--- config.mk ---
export PLATFORM = sky130hd
export DESIGN_NAME = hazard_fwd_unit
export DESIGN_NICKNAME = d
export VERILOG_FILES = /design/src/rtl/hazard_fwd_unit.sv
export SDC_FILE = /design/constraint.sdc
export NUM_CORES = 1
export LEC_CHECK = 0
export ABC_AREA = 1
export BUFFER_PORTS_ARGS = -buffer_cell sky130_fd_sc_hd__buf_2
export CORE_UTILIZATION = 35
export DETAILED_ROUTE_END_ITERATION = 8
export PLACE_DENSITY = 0.71
export SYNTH_ARGS = -nofsm -noshare
export SYNTH_HDL_FRONTEND = slang
export SYNTH_SLANG_ARGS = --single-unit
--- constraint.sdc ---
create_clock -name i_clk -period 1.5 [get_ports i_clk]
set_input_delay 0.075 -clock i_clk [delete_from_list [all_inputs] [get_ports i_clk]]
set_output_delay 0.075 -clock i_clk [all_outputs]
set_load 0.05 [all_outputs]
--- src/rtl/hazard_fwd_unit.sv ---
// Hazard detection and operand-forwarding controller for the 5-stage core.
// Optional perf counters (o_stallCount, o_fwdCount) when HAZARD_PERF_CNT_EN is defined.
module hazard_fwd_unit #(
    parameter int unsigned XLEN              = 32,
    parameter int unsigned LOAD_STALL_CYCLES = 1
) (
    input  logic            i_clk,
    input  logic            i_rst_n,
    input  logic            i_ID_valid,
    input  logic [4:0]      i_ID_rs1,
    input  logic [4:0]      i_ID_rs2,
    input  logic [4:0]      i_ID_rd,
    input  logic            i_ID_regWrite,
    input  logic            i_ID_memRead,
    input  logic [XLEN-1:0] i_WB_data,
    input  logic            i_flush,
    input  logic            i_freeze,
    output logic [1:0]      o_fwdRs1,
    output logic [1:0]      o_fwdRs2,
    output logic [XLEN-1:0] o_rdDataSave,
    output logic            o_stall
`ifdef HAZARD_PERF_CNT_EN
    ,
    output logic [31:0]     o_stallCount,
    output logic [31:0]     o_fwdCount
`endif
);

    localparam logic [1:0] NO_FWD      = 2'b00;
    localparam logic [1:0] FWD_MEM     = 2'b01;
    localparam logic [1:0] FWD_WB      = 2'b10;
    localparam logic [1:0] FWD_REG_RDW = 2'b11;

    localparam logic [1:0] STALL_INIT = 2'(LOAD_STALL_CYCLES - 1);

    typedef struct packed {
        logic       valid;
        logic [4:0] rd;
        logic       reg_write;
    } dst_t;

    typedef enum logic [0:0] {StIdle, StStall} state_e;

    // The retired slot's only useful content is its data, which o_rdDataSave already holds.
    dst_t       ex_q, mem_q, wb_q, ex_d;
    logic       ex_mem_read_q, ex_mem_read_d;
    state_e     state_q, state_d;
    logic [1:0] cnt_q, cnt_d;
    logic [1:0] fwd1_d, fwd2_d;
    logic       hazard;
    logic       capture;

    function automatic logic hit(input dst_t s, input logic [4:0] rs);
        return s.valid && s.reg_write && (s.rd == rs);
    endfunction

    function automatic logic [1:0] fwd_sel(input logic [4:0] rs, input dst_t ex, input dst_t mem,
                                           input dst_t wb);
        if (rs == 5'd0)     return NO_FWD;
        if (hit(ex, rs))    return FWD_MEM;
        if (hit(mem, rs))   return FWD_WB;
        if (hit(wb, rs))    return FWD_REG_RDW;
        return NO_FWD;
    endfunction

    always_comb begin
        hazard = i_ID_valid && ex_q.valid && ex_mem_read_q && (ex_q.rd != 5'd0) &&
                 ((ex_q.rd == i_ID_rs1) || (ex_q.rd == i_ID_rs2));
        o_stall = !i_flush && ((state_q == StStall) || hazard);
        capture = !o_stall && !i_flush;
    end

    always_comb begin
        ex_d          = '0;
        ex_mem_read_d = 1'b0;
        fwd1_d        = NO_FWD;
        fwd2_d        = NO_FWD;
        if (capture && i_ID_valid) begin
            ex_d          = '{valid: 1'b1, rd: i_ID_rd, reg_write: i_ID_regWrite};
            ex_mem_read_d = i_ID_memRead;
            fwd1_d        = fwd_sel(i_ID_rs1, ex_q, mem_q, wb_q);
            fwd2_d        = fwd_sel(i_ID_rs2, ex_q, mem_q, wb_q);
        end
    end

    always_comb begin
        state_d = state_q;
        cnt_d   = cnt_q;
        if (i_flush) begin
            state_d = StIdle;
            cnt_d   = 2'd0;
        end else begin
            unique case (state_q)
                StIdle: begin
                    // A single-bubble configuration never needs the STALL state.
                    if (hazard && (STALL_INIT != 2'd0)) begin
                        state_d = StStall;
                        cnt_d   = STALL_INIT;
                    end
                end
                StStall: begin
                    if (cnt_q <= 2'd1) begin
                        state_d = StIdle;
                        cnt_d   = 2'd0;
                    end else begin
                        cnt_d = cnt_q - 2'd1;
                    end
                end
            endcase
        end
    end

    always_ff @(posedge i_clk or negedge i_rst_n) begin
        if (!i_rst_n) begin
            ex_q          <= '0;
            ex_mem_read_q <= 1'b0;
            mem_q         <= '0;
            wb_q          <= '0;
            o_fwdRs1      <= NO_FWD;
            o_fwdRs2      <= NO_FWD;
            o_rdDataSave  <= '0;
            state_q       <= StIdle;
            cnt_q         <= 2'd0;
        end else if (!i_freeze) begin
            ex_q          <= ex_d;
            ex_mem_read_q <= ex_mem_read_d;
            mem_q         <= ex_q;
            wb_q          <= mem_q;
            o_fwdRs1      <= fwd1_d;
            o_fwdRs2      <= fwd2_d;
            state_q       <= state_d;
            cnt_q         <= cnt_d;
            if (wb_q.valid && wb_q.reg_write && (wb_q.rd != 5'd0)) begin
                o_rdDataSave <= i_WB_data;
            end
        end
    end

`ifdef HAZARD_PERF_CNT_EN
    always_ff @(posedge i_clk or negedge i_rst_n) begin
        if (!i_rst_n) begin
            o_stallCount <= '0;
            o_fwdCount   <= '0;
        end else if (!i_freeze) begin
            if (o_stall) begin
                o_stallCount <= o_stallCount + 32'd1;
            end
            if ((fwd1_d != NO_FWD) || (fwd2_d != NO_FWD)) begin
                o_fwdCount <= o_fwdCount + 32'd1;
            end
        end
    end
`endif

endmodule

==> flow_summary_export.csv <==
group,metric,value,unit
critical_path,critPathKind,"flip-flop to output pin",
place,gp_congestion,0.866,
place,hpwl,5.84,mm
timing,skew,0.0101,ns
yosys,syn_area,3220,um2
global_routing,antenna_found_initial,0,
yosys,syn_nets,483,
pwr,p_leak,2.66,nW
global_routing,grtUsageMet3,0.0573,
drt,wl_per_cell,13.8,um
global_routing,grt_pass1_wl,16.1,mm
drt,postRouteAntennaNets,0,
critical_path,crit_top_cell,"nand2_2",
clocking,cts_buffers,9,
final_layout,nFillCells,785,
clocking,clockBufferDepth,2,
critical_path,arrival,1.64,ns
yosys,synth_enable_flop_cells,0,
timing,timing.final.ws_setup,-0.211,ns
clocking,clk_latency,0.33,ns
floorplan,die_w,97.9,um
critical_path,path_buf_inv,1,
final_layout,synthToLayoutAreaGrowth,47.8,%
final_layout,final_util,0.541,
floorplan,io-pin-count,91,
timing,slew_violations,0,
place,portBuffers,90,
timing,fmax,584,MHz
final_layout,final_cells,699,
pwr,ir_worst_vdd,829,uV
drt,totalWireLength,9.67,mm
clocking,clockRootBuffer,"clkbuf_8",
critical_path,cp-end-kind,"output pin",
critical_path,crit_cells,6,
critical_path,slowest_stage,"dfrtp_1",
yosys,synthArstFlopShare,1.00,
yosys,ys_seq_elements,61,
final_layout,layout.nets,642,
yosys,ys_warn_count,0,
critical_path,ff2ff_path_depth,12,
final_layout,layout-drive-gt1-share,0.321,
timing,tightest_slew,0.345,ns
drt,vias,3306,
timing,finalHoldViolCount,0,
critical_path,startpoint_type,"flip-flop",
critical_path,crit_family,"flip-flops",
floorplan,die_h,97.9,um
outcome,violations,"DRC, setup timing",
floorplan,coreArea,8810,um2
timing,setup_viol,7,
global_routing,grt_max_degree,42,
timing,fin_crit_sh,1.14,
critical_path,slowest_delay,0.43,ns
clocking,cts_tree,"done",
clocking,cts_sinks,61,
min_path,holdCritPathClass,"input pin to flip-flop",
drt,drc_errors,4,
drt,dr.pass1.iters,6,
critical_path,critPathMaxFanout,4,
floorplan,rows,34,
pwr,power_density,1100,nW/um2
drt,viasPerCell,4.73,
global_routing,grt_use_total,0.215,
clocking,cts.clk_slew.worst_paths,0.07,ns
floorplan,start_util,0.366,
timing,post-route-min-period,1.71,ns
timing,maxSlewHeadroom,0.770,
min_path,holdPathStages,4,
global_routing,grt_remaining_overflow,0,
critical_path,worstPathCellList,"xnor2_1, nand3_2, nand2_2, nand2_2, a21oi_2, buf_6",
drt,drtIter0Drc,204,
global_routing,busiest_layer,"met2",
global_routing,grt_pass1_vias,3455,
global_routing,grt_use_met1,0.255,
place,post-place-cells,625,
outcome,outcome,"complete, but fails checks",
yosys,syn_avg_cell_area,7.51,um2
floorplan,dieArea,9590,um2
yosys,ys_types,19,
yosys,yosysSeqAreaShare,0.474,
global_routing,use_met2,0.365,
clocking,cts_max_level,3,
critical_path,required,1.42,ns
yosys,ys.flop_type,"dfrtp_1",
flow_run,cap_viol_max_count,0,
yosys,synth_cells,429,
critical_path,reg2reg_slack,-0.13,ns
timing,rsz0062_at_grt,"true",
final_layout,antenna_cells,0,
path summary, 6_finish.rpt:
check / from / to
max in group asynchronous: i_rst_n / wb_q[1]
worst min-delay path: i_flush / state_q
worst max register to register: ex_q[1] / o_fwdRs1[0]
worst max-delay path: ex_q[5] / o_stall
min in group asynchronous: i_rst_n / o_rdDataSave[27]
worst min register to register: o_rdDataSave[2] / o_rdDataSave[2]
cells in the final DEF, fill, tap and decap left out, types with 7 or more instances in the layout:
master         count
a21oi_1            7
nand2_2            9
dfrtp_1           60
o21ai_0           19
o21ai_2           30
inv_1             68
nand3_1           10
buf_2             89
dlygate4sd3_1     40
buf_4             14
clkbuf_8          10
nor2_1            19
nand2_1          161
inv_2              7
where the power goes:
part,internal (mW),switching (mW)
combinational,0.541,1.24
sequential,1.88,0.156
clock,0.794,0.621
cells by family (layout without fill, tap and decap cells):
| logic type | Yosys count | after routing | synth area share |
|---|---|---|---|
| AOI/OAI and AO/OA | 66 | 66 | 0.145 |
| xor gates and xnor gates | 2 | 2 | 0.00544 |
| buffers and inverters | 85 | 247 | 0.113 |
| DFF | 61 | 61 | 0.474 |
| and+or+nand+nor | 215 | 215 | 0.262 |
registers in the layout (all words and copies together), names as in the netlist:
register	count
ex_q	7
o_rdDataSave	32
mem_q	7
ex_mem_read_q	1
wb_q	7
o_fwdRs2	2
state_q	1
o_fwdRs1	2
cnt_q	2
per-layer routing:
| metal | share of wire | routed length (um) |
|---|---|---|
| met3 | 0.074 | 715 |
| met5 | 0 | 0 |
| met2 | 0.49 | 4750 |
| met4 | 0.016 | 150 |
| met1 | 0.42 | 4050 |
synthesized netlist by cell type (3+ instances only):
cell type,instances,area (um2)
nor3_1,3,15.0
inv_1,73,274
buf_6,6,67.6
o21ai_2,29,254
a21oi_1,10,50.1
nand4_1,5,31.3
nand2_1,170,638
dfrtp_1,61,1530
nor2_1,24,90.1
clkbuf_1,4,15.0
o21ai_0,23,115
nand3_1,12,60.1
cell type report:
type / count / area [um2] / area share
flip-flops and latches: 61 / 1530 / 0.321
clock buffers: 12 / 145 / 0.0305
multi-input cells: 283 / 1420 / 0.297
repair buffers: 158 / 1220 / 0.257
clock inverters: 2 / 35.0 / 0.00736
inverters: 75 / 282 / 0.0591
well taps: 108 / 135 / 0.0284
tightest hold or removal path: stages:
cell and delay [ns]:
buf_2 0.11, inv_1 0.06, nand2_1 0.08, a21oi_1 0.06
per-stage QoR:
stage               total power [mW]  worst slack [ns]  TNS [ns]  hold slack, ns  area (um2)
CTS                             5.21            -0.230    -0.995          0.0842        4770
detailed placement              3.63           -0.0342   -0.0534         -0.0902        3810
finish                          5.23            -0.211    -0.439          0.0995        4760
global placement                3.60           -0.0123   -0.0123         -0.0913        3810
global route                    5.49            -0.309     -1.52           0.104        4760
floorplan                       3.18            0.0345         0          -0.221        3220
repair_timing:
action | CTS | global route
setup endpoints to repair | 29 | 45
gates cloned | 4 | 0
endpoints found under the hold margin | 100 | 0
gates resized for setup | 23 | 24
pin swaps | 10 | 21
hold buffers | 40 | 0
setup buffers | 21 | 3
No activity file was read; power rests on OpenSTA's default activity.
